## src/rtl/ext_mem_initiator.sv

```systemverilog
// Request-side initiator for the external memory port: queues single-word requests and runs the
// level-based rd/wr request / ack handshake one at a time. Optional ISSUE timeout: EXT_MEM_TIMEOUT_EN.
module ext_mem_initiator #(
   parameter int ADDR_W         = 32,
   parameter int DATA_W         = 64,
   parameter int TAG_W          = 4,
   parameter int QUEUE_DEPTH    = 4,
   parameter int TIMEOUT_CYCLES = 255
) (
   input  logic                         clk,
   input  logic                         rst,
   input  logic                         req_valid,
   output logic                         req_ready,
   input  logic [ADDR_W-1:0]            req_addr,
   input  logic                         req_write,
   input  logic [DATA_W-1:0]            req_wdata,
   input  logic [TAG_W-1:0]             req_tag,
   output logic                         rsp_valid,
   input  logic                         rsp_ready,
   output logic [DATA_W-1:0]            rsp_rdata,
   output logic                         rsp_write,
   output logic [TAG_W-1:0]             rsp_tag,
   output logic                         rsp_error,
   output logic [ADDR_W-1:0]            ext_mem_addr,
   output logic                         ext_mem_rd_req,
   output logic                         ext_mem_wr_req,
   output logic [DATA_W-1:0]            ext_mem_wr_data,
   input  logic [DATA_W-1:0]            ext_mem_rd_data,
   input  logic                         ext_mem_ack,
   output logic                         busy,
   output logic [$clog2(QUEUE_DEPTH):0] q_count
);
   // state   | meaning
   // IDLE    | waiting for a queued request and an empty response slot
   // ISSUE   | request level held, waiting for ack (or timeout)
   // RELEASE | levels dropped, waiting for the responder to drop ack
   typedef enum logic [1:0] {S_IDLE, S_ISSUE, S_RELEASE} state_t;

   localparam int PTR_W = $clog2(QUEUE_DEPTH);
   localparam int CNT_W = PTR_W + 1;

   typedef struct packed {
      logic [ADDR_W-1:0] addr;
      logic              write;
      logic [DATA_W-1:0] wdata;
      logic [TAG_W-1:0]  tag;
   } entry_t;

   entry_t             fifo_mem [QUEUE_DEPTH];
   entry_t             head;
   logic [PTR_W-1:0]   wr_ptr_q, rd_ptr_q;
   logic [CNT_W-1:0]   count_q;
   logic               push, pop, start, can_issue;

   state_t             state_q, state_d;
   logic [ADDR_W-1:0]  addr_q, addr_d;
   logic               rd_req_q, rd_req_d, wr_req_q, wr_req_d;
   logic [DATA_W-1:0]  wr_data_q, wr_data_d;
   logic               cur_write_q, cur_write_d;
   logic [TAG_W-1:0]   cur_tag_q, cur_tag_d;
   logic               rsp_valid_q, rsp_valid_d;
   logic [DATA_W-1:0]  rsp_rdata_q, rsp_rdata_d;
   logic               rsp_write_q, rsp_write_d;
   logic [TAG_W-1:0]   rsp_tag_q, rsp_tag_d;

`ifdef EXT_MEM_TIMEOUT_EN
   localparam int TMO_W = ($clog2(TIMEOUT_CYCLES + 1) > 8) ? $clog2(TIMEOUT_CYCLES + 1) : 8;
   logic [TMO_W-1:0]   tmo_q, tmo_d;
   logic               rsp_error_q, rsp_error_d;
`else
   logic               unused_timeout;
   assign unused_timeout = (TIMEOUT_CYCLES != 0);
`endif

   assign req_ready = (count_q != CNT_W'(QUEUE_DEPTH));
   assign push      = req_valid && req_ready;
   assign head      = fifo_mem[rd_ptr_q];
   assign can_issue = (count_q != '0) && !rsp_valid_q;

   always_comb begin
      state_d     = state_q;
      addr_d      = addr_q;
      rd_req_d    = rd_req_q;
      wr_req_d    = wr_req_q;
      wr_data_d   = wr_data_q;
      cur_write_d = cur_write_q;
      cur_tag_d   = cur_tag_q;
      rsp_valid_d = rsp_valid_q;
      rsp_rdata_d = rsp_rdata_q;
      rsp_write_d = rsp_write_q;
      rsp_tag_d   = rsp_tag_q;
      pop         = 1'b0;
      start       = 1'b0;
`ifdef EXT_MEM_TIMEOUT_EN
      tmo_d       = tmo_q;
      rsp_error_d = rsp_error_q;
`endif
      if (rsp_valid_q && rsp_ready) begin
         rsp_valid_d = 1'b0;
         rsp_rdata_d = '0;
         rsp_write_d = 1'b0;
         rsp_tag_d   = '0;
`ifdef EXT_MEM_TIMEOUT_EN
         rsp_error_d = 1'b0;
`endif
      end
      case (state_q)
         S_IDLE: start = can_issue;
         S_ISSUE: begin
            if (ext_mem_ack) begin
               rsp_valid_d = 1'b1;
               rsp_rdata_d = cur_write_q ? '0 : ext_mem_rd_data;
               rsp_write_d = cur_write_q;
               rsp_tag_d   = cur_tag_q;
               rd_req_d    = 1'b0;
               wr_req_d    = 1'b0;
               state_d     = S_RELEASE;
`ifdef EXT_MEM_TIMEOUT_EN
               rsp_error_d = 1'b0;
            end else if (tmo_q == TMO_W'(TIMEOUT_CYCLES - 1)) begin
               rsp_valid_d = 1'b1;
               rsp_rdata_d = '0;
               rsp_write_d = cur_write_q;
               rsp_tag_d   = cur_tag_q;
               rsp_error_d = 1'b1;
               rd_req_d    = 1'b0;
               wr_req_d    = 1'b0;
               state_d     = S_RELEASE;
            end else begin
               tmo_d = tmo_q + 1'b1;
`endif
            end
         end
         // Issuing straight out of RELEASE keeps the sustained rate at one transaction per 4 cycles.
         S_RELEASE: begin
            if (!ext_mem_ack) begin
               state_d = S_IDLE;
               start   = can_issue;
            end
         end
         default: state_d = S_IDLE;
      endcase
      if (start) begin
         pop         = 1'b1;
         addr_d      = head.addr;
         wr_data_d   = head.write ? head.wdata : '0;
         rd_req_d    = !head.write;
         wr_req_d    = head.write;
         cur_write_d = head.write;
         cur_tag_d   = head.tag;
         state_d     = S_ISSUE;
`ifdef EXT_MEM_TIMEOUT_EN
         tmo_d       = '0;
`endif
      end
   end

   always_ff @(posedge clk) begin
      if (push) fifo_mem[wr_ptr_q] <= '{req_addr, req_write, req_wdata, req_tag};
   end

   always_ff @(posedge clk or posedge rst) begin
      if (rst) begin
         state_q     <= S_IDLE;
         wr_ptr_q    <= '0;
         rd_ptr_q    <= '0;
         count_q     <= '0;
         addr_q      <= '0;
         rd_req_q    <= 1'b0;
         wr_req_q    <= 1'b0;
         wr_data_q   <= '0;
         cur_write_q <= 1'b0;
         cur_tag_q   <= '0;
         rsp_valid_q <= 1'b0;
         rsp_rdata_q <= '0;
         rsp_write_q <= 1'b0;
         rsp_tag_q   <= '0;
`ifdef EXT_MEM_TIMEOUT_EN
         tmo_q       <= '0;
         rsp_error_q <= 1'b0;
`endif
      end else begin
         state_q     <= state_d;
         wr_ptr_q    <= wr_ptr_q + PTR_W'(push);
         rd_ptr_q    <= rd_ptr_q + PTR_W'(pop);
         count_q     <= count_q + CNT_W'(push) - CNT_W'(pop);
         addr_q      <= addr_d;
         rd_req_q    <= rd_req_d;
         wr_req_q    <= wr_req_d;
         wr_data_q   <= wr_data_d;
         cur_write_q <= cur_write_d;
         cur_tag_q   <= cur_tag_d;
         rsp_valid_q <= rsp_valid_d;
         rsp_rdata_q <= rsp_rdata_d;
         rsp_write_q <= rsp_write_d;
         rsp_tag_q   <= rsp_tag_d;
`ifdef EXT_MEM_TIMEOUT_EN
         tmo_q       <= tmo_d;
         rsp_error_q <= rsp_error_d;
`endif
      end
   end

   assign rsp_valid       = rsp_valid_q;
   assign rsp_rdata       = rsp_rdata_q;
   assign rsp_write       = rsp_write_q;
   assign rsp_tag         = rsp_tag_q;
`ifdef EXT_MEM_TIMEOUT_EN
   assign rsp_error       = rsp_error_q;
`else
   assign rsp_error       = 1'b0;
`endif
   assign ext_mem_addr    = addr_q;
   assign ext_mem_rd_req  = rd_req_q;
   assign ext_mem_wr_req  = wr_req_q;
   assign ext_mem_wr_data = wr_data_q;
   assign busy            = (state_q != S_IDLE) || (count_q != '0);
   assign q_count         = count_q;

endmodule

```

## config.mk

```make
export PLATFORM = sky130hd
export DESIGN_NAME = ext_mem_initiator
export DESIGN_NICKNAME = d
export VERILOG_FILES = /design/src/rtl/ext_mem_initiator.sv
export SDC_FILE = /design/constraint.sdc
export NUM_CORES = 1
export LEC_CHECK = 0
export CAP_MARGIN = 10
export CELL_PAD_IN_SITES_DETAIL_PLACEMENT = 0
export CELL_PAD_IN_SITES_GLOBAL_PLACEMENT = 2
export CORE_MARGIN = 1.5
export CORE_UTILIZATION = 43
export DETAILED_ROUTE_END_ITERATION = 8
export PLACE_DENSITY = 0.86
export SLEW_MARGIN = 20
export SYNTH_ARGS = -nofsm -noshare
export SYNTH_HDL_FRONTEND = slang
export SYNTH_SLANG_ARGS = --single-unit
```

## constraint.sdc

```tcl
create_clock -name clk -period 22.4 [get_ports clk]
set_clock_uncertainty 0.15 [all_clocks]
set_input_delay 6.72 -clock clk [delete_from_list [all_inputs] [get_ports clk]]
set_output_delay 6.72 -clock clk [all_outputs]
set_load 0.01 [all_outputs]
```

After elaboration in Yosys (flattened, before gate mapping)
Memories as Yosys holds them, arrays and structs flattened.
Cells that the tools add are included.
{"block": "totals", "register_bits": 182, "mem_bits_rw": 404, "inputBits": 170, "output_inout_bits": 174, "word_cells": 65, "n_memories": 1}
{"block": "op_classes", "add_sub_neg": 4, "eq_ne": 6, "mux": 27, "reduce_logical": 13}
{"memory": "fifo_mem", "words": 4, "word_bits": 101, "read_ports": 1, "rd_ports_with_merged_regs": 0, "wr": 1, "line": "49", "rtl": "entry_t fifo_mem [QUEUE_DEPTH];"}
{"op": "$mux 64", "n": 5}
{"op": "$mux 1", "n": 14}
{"op": "$mux 4", "n": 3}
{"op": "$ne 3x3->1 const B", "n": 3}
{"op": "$mux 2", "n": 3}
{"op": "$pmux 2 s3", "n": 1}
{"op": "$reduce_bool 2->1", "n": 3}
{"op": "$add 2x1->2", "n": 2}
{"op": "$add 3x1->3", "n": 1}
{"op": "$logic_and 1x1->1", "n": 3}
{"op": "$reduce_and 3->1", "n": 1}
{"op": "$reduce_bool 3->1", "n": 1}
{"op": "$sub 3x1->3", "n": 1}
{"op": "$eq 2x1->1 const B", "n": 1}
{"op": "$eq 2x2->1 const B", "n": 1}
{"op": "$logic_not 1->1", "n": 2}
{"op": "$logic_not 2->1", "n": 1}
{"op": "$ne 2x2->1 const B", "n": 1}
{"op": "$pmux 1 s2", "n": 1}
{"op": "$reduce_and 2->1", "n": 1}
{"op": "$logic_or 1x1->1", "n": 1}

Logic depth before layout (Yosys ltp)
Gate-level depths: netlist of the first run.
{"block": "logic_depth", "depth_word": 6, "depth_mapped": 13, "mapped_depth_nobuf": 10}

Worst setup path after synthesis of the first run
OpenSTA, ideal clock, no wires.
{"block": "synth_timing", "path_type": "input to register", "start": "input port req_valid", "end": "memory fifo_mem[1][0] (netlist bit) (enable)", "setup_ps": 705, "t_arrival_ps": 14192, "slack_ps": 7353, "path_stages": 2, "path_buffers": 0, "cell_sequence": "nand2_1 -> nor3b_1"}
{"block": "synth_between", "elab_chain_len": 3}
{"item": "from (decl)", "line": "12", "rtl": "input logic req_valid,"}
{"item": "$logic_and 1x1->1", "line": "76", "rtl": "assign push = req_valid && req_ready;"}
{"item": "$mux 1", "line": "159", "rtl": "if (push) fifo_mem[wr_ptr_q] <= '{req_addr, req_write, req_wdata, req_tag};"}
{"item": "$mux 1 (implied by the code)", "line": "159"}
{"item": "to (decl)", "line": "49"}
Every way passes these cells.

Worst setup path after layout of the first run
{"block": "layout_timing", "start": "input port ext_mem_ack", "end": "register count_q[2] (netlist: q_count[2])"}
{"block": "layout_between", "elab_chain_len": 4}
{"item": "from (decl)", "line": "29", "rtl": "input logic ext_mem_ack,"}
{"item": "$mux 1", "line": "136", "rtl": "if (!ext_mem_ack) begin"}
{"item": "$pmux 1 s2", "line": "107", "rtl": "case (state_q)"}
{"item": "$mux 1", "line": "143", "rtl": "if (start) begin"}
{"item": "named net pop", "line": "53", "rtl": "logic push, pop, start, can_issue;"}
{"item": "$sub 3x1->3", "line": "186", "rtl": "count_q <= count_q + CNT_W'(push) - CNT_W'(pop);"}
{"item": "to (signal assigned)", "line": "186"}
{"item": "to (decl)", "line": "52", "rtl": "logic [CNT_W-1:0] count_q;"}
The timed path passes the listed nets, and every way through them passes these cells.
A chain may end at the register's enable or synchronous reset.

==> results of run 1 <==
-- worst min-delay path: stages, from the launching register on --
cell	delay (ns)
dfrtp_1	0.35
nand2_1	0.05
nand2_1	0.05
-- logic make-up (layout without fill, tap and decap cells) --
kind of cell | count (synthesis) | after routing
other | 1 | 3
AND/OR/NAND/NOR | 96 | 96
buffers and inverters | 126 | 542
multiplexers | 204 | 204
AO/OA/AOI/OAI | 69 | 69
flip-flops | 586 | 586
adder cells (fa/ha/maj) | 5 | 5
XOR/XNOR | 4 | 4
-- final cells by class --
cell class              count  share of cell area
well taps                 672              0.0302
clock buffers              92              0.0633
diodes                      2            0.000180
flip-flops and latches    586               0.599
clock inverters            21             0.00786
multi-input cells         379               0.162
inverters                  71             0.00984
repair buffers            358               0.128
-- routing by layer --
layer / share of wire / vias to the layer above / global-route usage
met5: 0.0013 / - / 0
met4: 0.021 / 8 / 0.0513
met3: 0.069 / 66 / 0.0475
met2: 0.47 / 352 / 0.288
met1: 0.44 / 5726 / 0.254
li1: - / 4949 / -
-- path summary, 6_finish.rpt --
kind / to / cells past startpoint
min: rsp_tag[0]$_DFF_PP0_ / 2
max reg2reg: q_count[2]$_DFF_PP0_ / 11
max in group asynchronous: rsp_rdata[25]$_DFF_PP0_ / 4
min in group asynchronous: rsp_rdata[60]$_DFF_PP0_ / 2
max: q_count[2]$_DFF_PP0_ / 11
min reg2reg: rsp_tag[0]$_DFF_PP0_ / 2
-- power groups by stage --
| stage | sequential, W | combinational, W | clock (W) |
|---|---|---|---|
| detailed placement | 0.00167 | 0.00128 | 0 |
| CTS | 0.00165 | 0.00129 | 0.00101 |
| finish | 0.00165 | 0.00126 | 0.000983 |
| floorplan | 0.00170 | 0.000734 | 0 |
| global placement | 0.00166 | 0.00127 | 0 |
| global route | 0.00168 | 0.00136 | 0.00105 |
-- sequential cells by signal (all words and copies together) (netlist names), 2 cells and up --
signal / cells
state_q: 2
rd_ptr_q: 2
rsp_tag: 4
q_count: 3
ext_mem_addr: 32
fifo_mem: 404
wr_ptr_q: 2
ext_mem_wr_data: 64
rsp_rdata: 64
cur_tag_q: 4
-- metrics by stage --
stage	power (W)	setup WS (ns)
final	0.00389	13.23
after global routing	0.00409	13.05
after CTS	0.00395	13.22
after detailed placement	0.00295	12.58
after global placement	0.00293	12.62
after floorplan	0.00243	7.35
-- layout by cell type, fill, tap and decap left out, types with 4 or more instances in the layout --
cell type	instances
buf_4	15
clkinv_1	4
clkbuf_16	61
edfxtp_1	404
ha_1	4
nand3_1	5
bufinv_16	4
mux2_2	38
mux4_2	100
a22o_1	64
clkbuf_8	12
mux2i_1	65
dfrtp_1	180
clkinv_2	9
inv_1	70
clkdlybuf4s50_1	342
nand2_1	78
clkbuf_1	19
==> results by group, run 1 <==
Logic synthesis
  • Post-synthesis xor/xnor area fraction: 0.00161
  • Mux cell area share after synthesis: 0.154
  • Commonest cells post-synth: edfxtp_1, dfrtp_1, mux4_2, nand2_1, inv_1
  • Synthesized area per cell: 19.9 sq um
  • Mapped Cells: approximately 1100
  • Synth unique cells: 33
  • Leading area contributor after synthesis: edfxtp_1
  • Most frequent cell after synthesis: edfxtp_1
  • Adder-cell share of the synthesized area: 0.00322
  • Asr flop ratio synth: 0.311
  • #FFs+latches synth: ~600
  • Post-Synthesis Cell Area: ~22000 sq um
  • Yosys warning count: 0
  • Largest family of logic cells by synthesized area: multiplexers
  • Top-area cell type share of the netlist area: 0.557
  • Synth area leaders: edfxtp_1, dfrtp_1, mux4_2
  • Post-synth EDFFs: ~400
  • Post-Synth Simple-Gate Area: 0.0185
  • Syn nets: roughly 1300
  • Compound-gate portion of the synthesized area: 0.0275
  • Register area share after synthesis: 0.767
  • Main synth FF type: edfxtp_1

Floorplan
  • IO Count: approximately 340
  • Core area: roughly 50000 sq um
  • Initial Utilization: 0.435
  • Std cell rows: 82
  • Die X: approximately 230 um
  • Die area: about 52000 sq um
  • Die H: 228 um

Route
  • DRT antenna net count: 0
  • Drt total wl: about 47000 um
  • Vias post-DR: approximately 11000
  • Drt first pass iters: 5
  • Residual DRC count: 0
  • Initial DRC count: between 600 and 700
  • Vias/cell: 5.09
  • Routed len/inst: ~22 um

Power
  • Pint: 0.00274 W
  • Sequential share of power: 0.424
  • Psw: approximately 0.0011 W
  • Combinational power share: 0.324
  • Switch share: 0.295
  • LEAKAGE: between 10 and 15 nW
  • Max VDD drop: just over 0.07 mV
  • Clk pwr share: 0.253
  • Pwr/cell area: 140 nW/um^2

Critical path
  • CP delay by family, top: buffers and inverters
  • CP startpoint: ext_mem_ack
  • CP Launch Type: primary input
  • Crit path DAT: 9.49 ns
  • Number of buffers and inverters on the critical path: 5
  • Type of the worst setup path: in -> reg
  • Most frequent CP cell: inv_1
  • Worst Path Required: ~23 ns
  • Critical R2R Launch: q_count[1]$_DFF_PP0_
  • Slowest stage cell, crit path: buf_4
  • Crit path cell chain: clkdlybuf4s50_1, a2111o_2, buf_4, inv_1, ha_1, inv_1, ha_1, inv_1, fa_1, xnor2_1, xnor2_1
  • Critical Path End Type: register
  • CP max FO: around 50
  • CP max stage delay: about 0.65 ns
  • Worst R2R Setup Slack: around 19 ns

Place
  • GP Congestion: a little over 0.8
  • Inst Count DP: 2065
  • IO buf count: roughly 340
  • Placed Area: roughly 26000 sq um
  • HPWL after DPL: approximately 28000 um

Final layout
  • Fin util: 0.556
  • Non-Filler Instances: about 2200
  • Area added between synthesis and finish: 28.0%
  • Share of cells above drive strength 1: 0.170
  • Filler Cell Count: between 3000 and 4000
  • Post-Layout Inst Area: around 28000 sq um
  • FF/Latch Area: roughly 17000 sq um
  • Final nets: 1631
  • Multi-input logic area: 4500 sq um

Clocking
  • Post-CTS resize count: 0
  • Root Buffer: clkbuf_16
  • Worst-Skew Late Latency: slightly above 0.6 ns
  • Clk slew on worst S/H paths: around 0.06 ns
  • Clk buf depth: 3
  • H-Tree Depth: 2
  • Cts-stage hold buffer count: 0
  • TritonCTS Sinks: 586
  • Num CTS Buffers: 60
  • Post-CTS Setup Inserts: 0
  • TritonCTS clock tree: built

Timing
  • Final min period: 9.17 ns
  • Setup_tns: 0 ns
  • Slew Limit Fails: 0
  • Worst hold slack: 0.338 ns
  • Final Hold Fails: 0
  • Final period utilization: 0.409
  • Fmax: approximately 110 MHz
  • Relative slew slack: 0.314
  • Final setup violation count: 0
  • Measured slew at the worst slew-check pin: 1.03 ns
  • RSZ-0062 raised after global routing: false

Global routing
  • Total grt overflow: 0
  • Largest net degree at the start of global routing: ~110
  • First-pass GRT wire length: about 73000 um
  • Initial antenna violation count: 4
  • Total GRT Usage: 0.183
  • Vias in the first global route: about 12000

Hold path
  • Hold WC Path Type: reg -> reg
  • Hold Crit Start: cur_tag_q[0]$_DFFE_PP0P_

Job
  • Max-cap violations: 0

Run status
  • Status: finished clean
(Power assumes the default switching activity.)
==> inputs of run 2 (changes only) <==
Settings changed: CORE_UTILIZATION 43 to 40, PLACE_DENSITY 0.86 to 0.81.
Clock period 22.4 ns to 8.8 ns, I/O delays scaled along.
==> run 2 against run 1 <==
Effect of this change: global-route usage is 1.3 points lower; die area is 7.4% higher; power grew to 2.6 times the previous value; routed wire length is 0.48% lower; combinational power grew to 2.5 times the previous value.
==> results by group, run 2 (synthesis gave the netlist of run 1 again) <==
Floorplan
  • Core area: 53800 sq um (+7.5%)
  • IO Count: 344 (unchanged)
  • Die area: 55800 sq um (+7.4%)
  • Initial Utilization: 0.404 (-0.0303)
  • Std cell rows: 85 (+3.7%)
  • Die H: 236 um (+3.6%)
  • Die X: 236 um (+3.6%)

Power
  • Pint: 0.00701 W (+160%)
  • Clk pwr share: 0.259 (+0.006)
  • Pwr/cell area: 356 nW/um^2 (+160%)
  • Total Power: 0.00997 W (+160%)
  • Switch share: 0.297 (+0.00179)
  • Max VDD drop: 0.249 mV (+250%)
  • Sequential share of power: 0.424 (about the same)
  • Combinational power share: 0.316 (-0.008)
  • LEAKAGE: 10.4 nW (+0.12%)
  • Psw: 0.00296 W (+160%)

Final layout
  • Share of cells above drive strength 1: 0.171 (+0.000777)
  • Final nets: 1629 (-0.12%)
  • Post-Layout Inst Area: 28000 sq um (+0.39%)
  • Most common cell after layout, fill and taps aside: edfxtp_1
  • Non-Filler Instances: 2206 (+1.1%)
  • Commonest non-fill, non-tap cells in the layout: edfxtp_1, clkdlybuf4s50_1, dfrtp_1
  • Area added between synthesis and finish: 28.5%
  • Max FFs per register: 404 (unchanged)
  • Register name with the most flops: fifo_mem

Critical path
  • Critical R2R Launch: rd_ptr_q[0]$_DFF_PP0_
  • Reg2Reg Depth: 4 (-7)
  • Reg-to-Reg End: ext_mem_addr[18]$_DFFE_PP0P_
  • Most frequent CP cell: inv_1
  • Crit path DAT: 5.32 ns (-4.17 ns)
  • CP delay by family, top: adder cells
  • Worst R2R Setup Slack: 5.33 ns (-13.83 ns)
  • Number of buffers and inverters on the critical path: 4 (-1)
  • Critical Path End Type: register
  • CP Launch Type: primary input
  • CP max stage delay: 0.74 ns (+0.09 ns)
  • Type of the worst setup path: in -> reg
  • Worst Path Required: 9.16 ns (-13.57 ns)
  • CP max FO: 28 (-43%)
  • CP startpoint: ext_mem_ack
  • Crit path cell chain: clkdlybuf4s50_1, a2111o_2, inv_1, ha_1, inv_1, ha_1, inv_1, fa_1, xnor2_1, xnor2_1
  • Slowest stage cell, crit path: a2111o_2

Timing
  • Final setup violation count: 0 (unchanged)
  • Relative slew slack: 0.320 (+0.00608)
  • Setup_tns: 0 ns (unchanged)
  • RSZ-0062 raised after global routing: false
  • Fmax: 202 MHz
  • Final period utilization: 0.564
  • Measured slew at the worst slew-check pin: 1.02 ns (-0.00912 ns)
  • Worst hold slack: 0.318 ns (-0.0196 ns)
  • Final Hold Fails: 0 (unchanged)
  • Final min period: about 5.0 ns
  • Slew Limit Fails: 0 (unchanged)

Global routing
  • Largest net degree at the start of global routing: 104 (-3.7%)
  • First-pass GRT wire length: 71900 um (-1.1%)
  • Total grt overflow: 0 (unchanged)
  • Vias in the first global route: 11900 (+0.62%)
  • Total GRT Usage: 0.170 (-0.0131)
  • Initial antenna violation count: 14 (+10)

Clocking
  • Clk slew on worst S/H paths: 0.06 ns (about the same)
  • Worst-Skew Late Latency: 0.63 ns (+0.02 ns)
  • Num CTS Buffers: 61 (+1.7%)
  • TritonCTS Sinks: 586 (unchanged)
  • Post-CTS resize count: 0 (unchanged)
  • H-Tree Depth: 2 (unchanged)
  • Post-CTS Setup Inserts: 0 (unchanged)
  • Clk buf depth: 3 (unchanged)
  • TritonCTS clock tree: built
  • Root Buffer: clkbuf_16
  • Cts-stage hold buffer count: 0 (unchanged)

Place
  • Placed Area: 25900 sq um (+0.20%)
  • HPWL after DPL: 27000 um (-5.1%)
  • Inst Count DP: 2087 (+1.1%)
  • GP Congestion: 0.729 (-11%)
  • IO buf count: 342 (unchanged)

Hold path
  • Hold Crit Start: cur_tag_q[2]$_DFFE_PP0P_
  • Hold WC Path Type: reg -> reg
  • Hold endpoint: rsp_tag[2]$_DFF_PP0_
  • Hold depth: 2 (unchanged)

Route
  • Residual DRC count: 0 (unchanged)
  • Routed len/inst: 21.2 um (-1.6%)
  • Drt total wl: 46800 um (-0.48%)
  • Vias post-DR: 11100 (-0.41%)
  • Vias/cell: 5.01 (-1.5%)
  • DRT antenna net count: 0 (unchanged)
  • Initial DRC count: 528 (-20%)
  • Drt first pass iters: 6 (+1)

Job
  • Max-cap violations: 0 (unchanged)

Run status
  • Status: finished clean
[run 2: cell types whose count changed in the layout (fill, tap and decap cells not counted), moves of 3 or more]
| cell | before | now |
|---|---|---|
| clkbuf_1 | 19 | 13 |
| buf_4 | 15 | 10 |
| clkbuf_8 | 12 | 8 |
| clkinv_1 | 4 | 8 |
| buf_12 | 0 | 3 |
[run 2: worst max path at each step]
stage	endpoint	slack, ns	depth (start not counted)
5_1_grt	q_count[2]$_DFF_PP0_	3.70	10
3_3_place_gp	q_count[2]$_DFF_PP0_	3.19	10
3_5_place_dp	fifo_mem[3][87]$_DFFE_PP_	3.19	5
2_1_floorplan	fifo_mem[1][0]$_DFFE_PP_	-2.17	2
4_1_cts	q_count[2]$_DFF_PP0_	3.86	10
6_report	q_count[2]$_DFF_PP0_	3.84	10
[run 2: cell type report]
type	count	area [sq um]
Sequential cell	586	16700
Clock buffer	82	1690
Inverter	71	274
Fill cell	4364	25800
Multi-Input combinational cell	379	4500
Antenna cell	4	10.0
Timing Repair Buffer	355	3560
Clock inverter	33	374
Tap cell	696	871
[run 2: metrics by stage]
step	worst slack (ns)	util
after CTS	3.86	0.519
after global placement	3.19	0.481
after floorplan	-2.17	-
after detailed placement	3.19	0.481
after global routing	3.70	0.520
final	3.84	0.520
[run 2: tightest hold or removal path, stage by stage, from the launching register on]
cell and delay, ns:
dfrtp_1 0.34, nand2_1 0.05, nand2_1 0.05
[run 2: layer usage]
metal | wire length [um] | global-route usage | share of wire
met1 | 19800 | 0.215 | 0.42
met2 | 22800 | 0.283 | 0.49
met3 | 3110 | 0.0514 | 0.066
met4 | 998 | 0.0497 | 0.021
met5 | 132 | 0 | 0.0028
[run 2: power groups by stage]
stage                     registers [W]  logic, W  clock network, W
after floorplan                 0.00433   0.00187                 0
after global placement          0.00426   0.00320                 0
after detailed placement        0.00429   0.00323                 0
after CTS                       0.00425   0.00324           0.00266
after global routing            0.00432   0.00342           0.00277
final                           0.00423   0.00315           0.00259
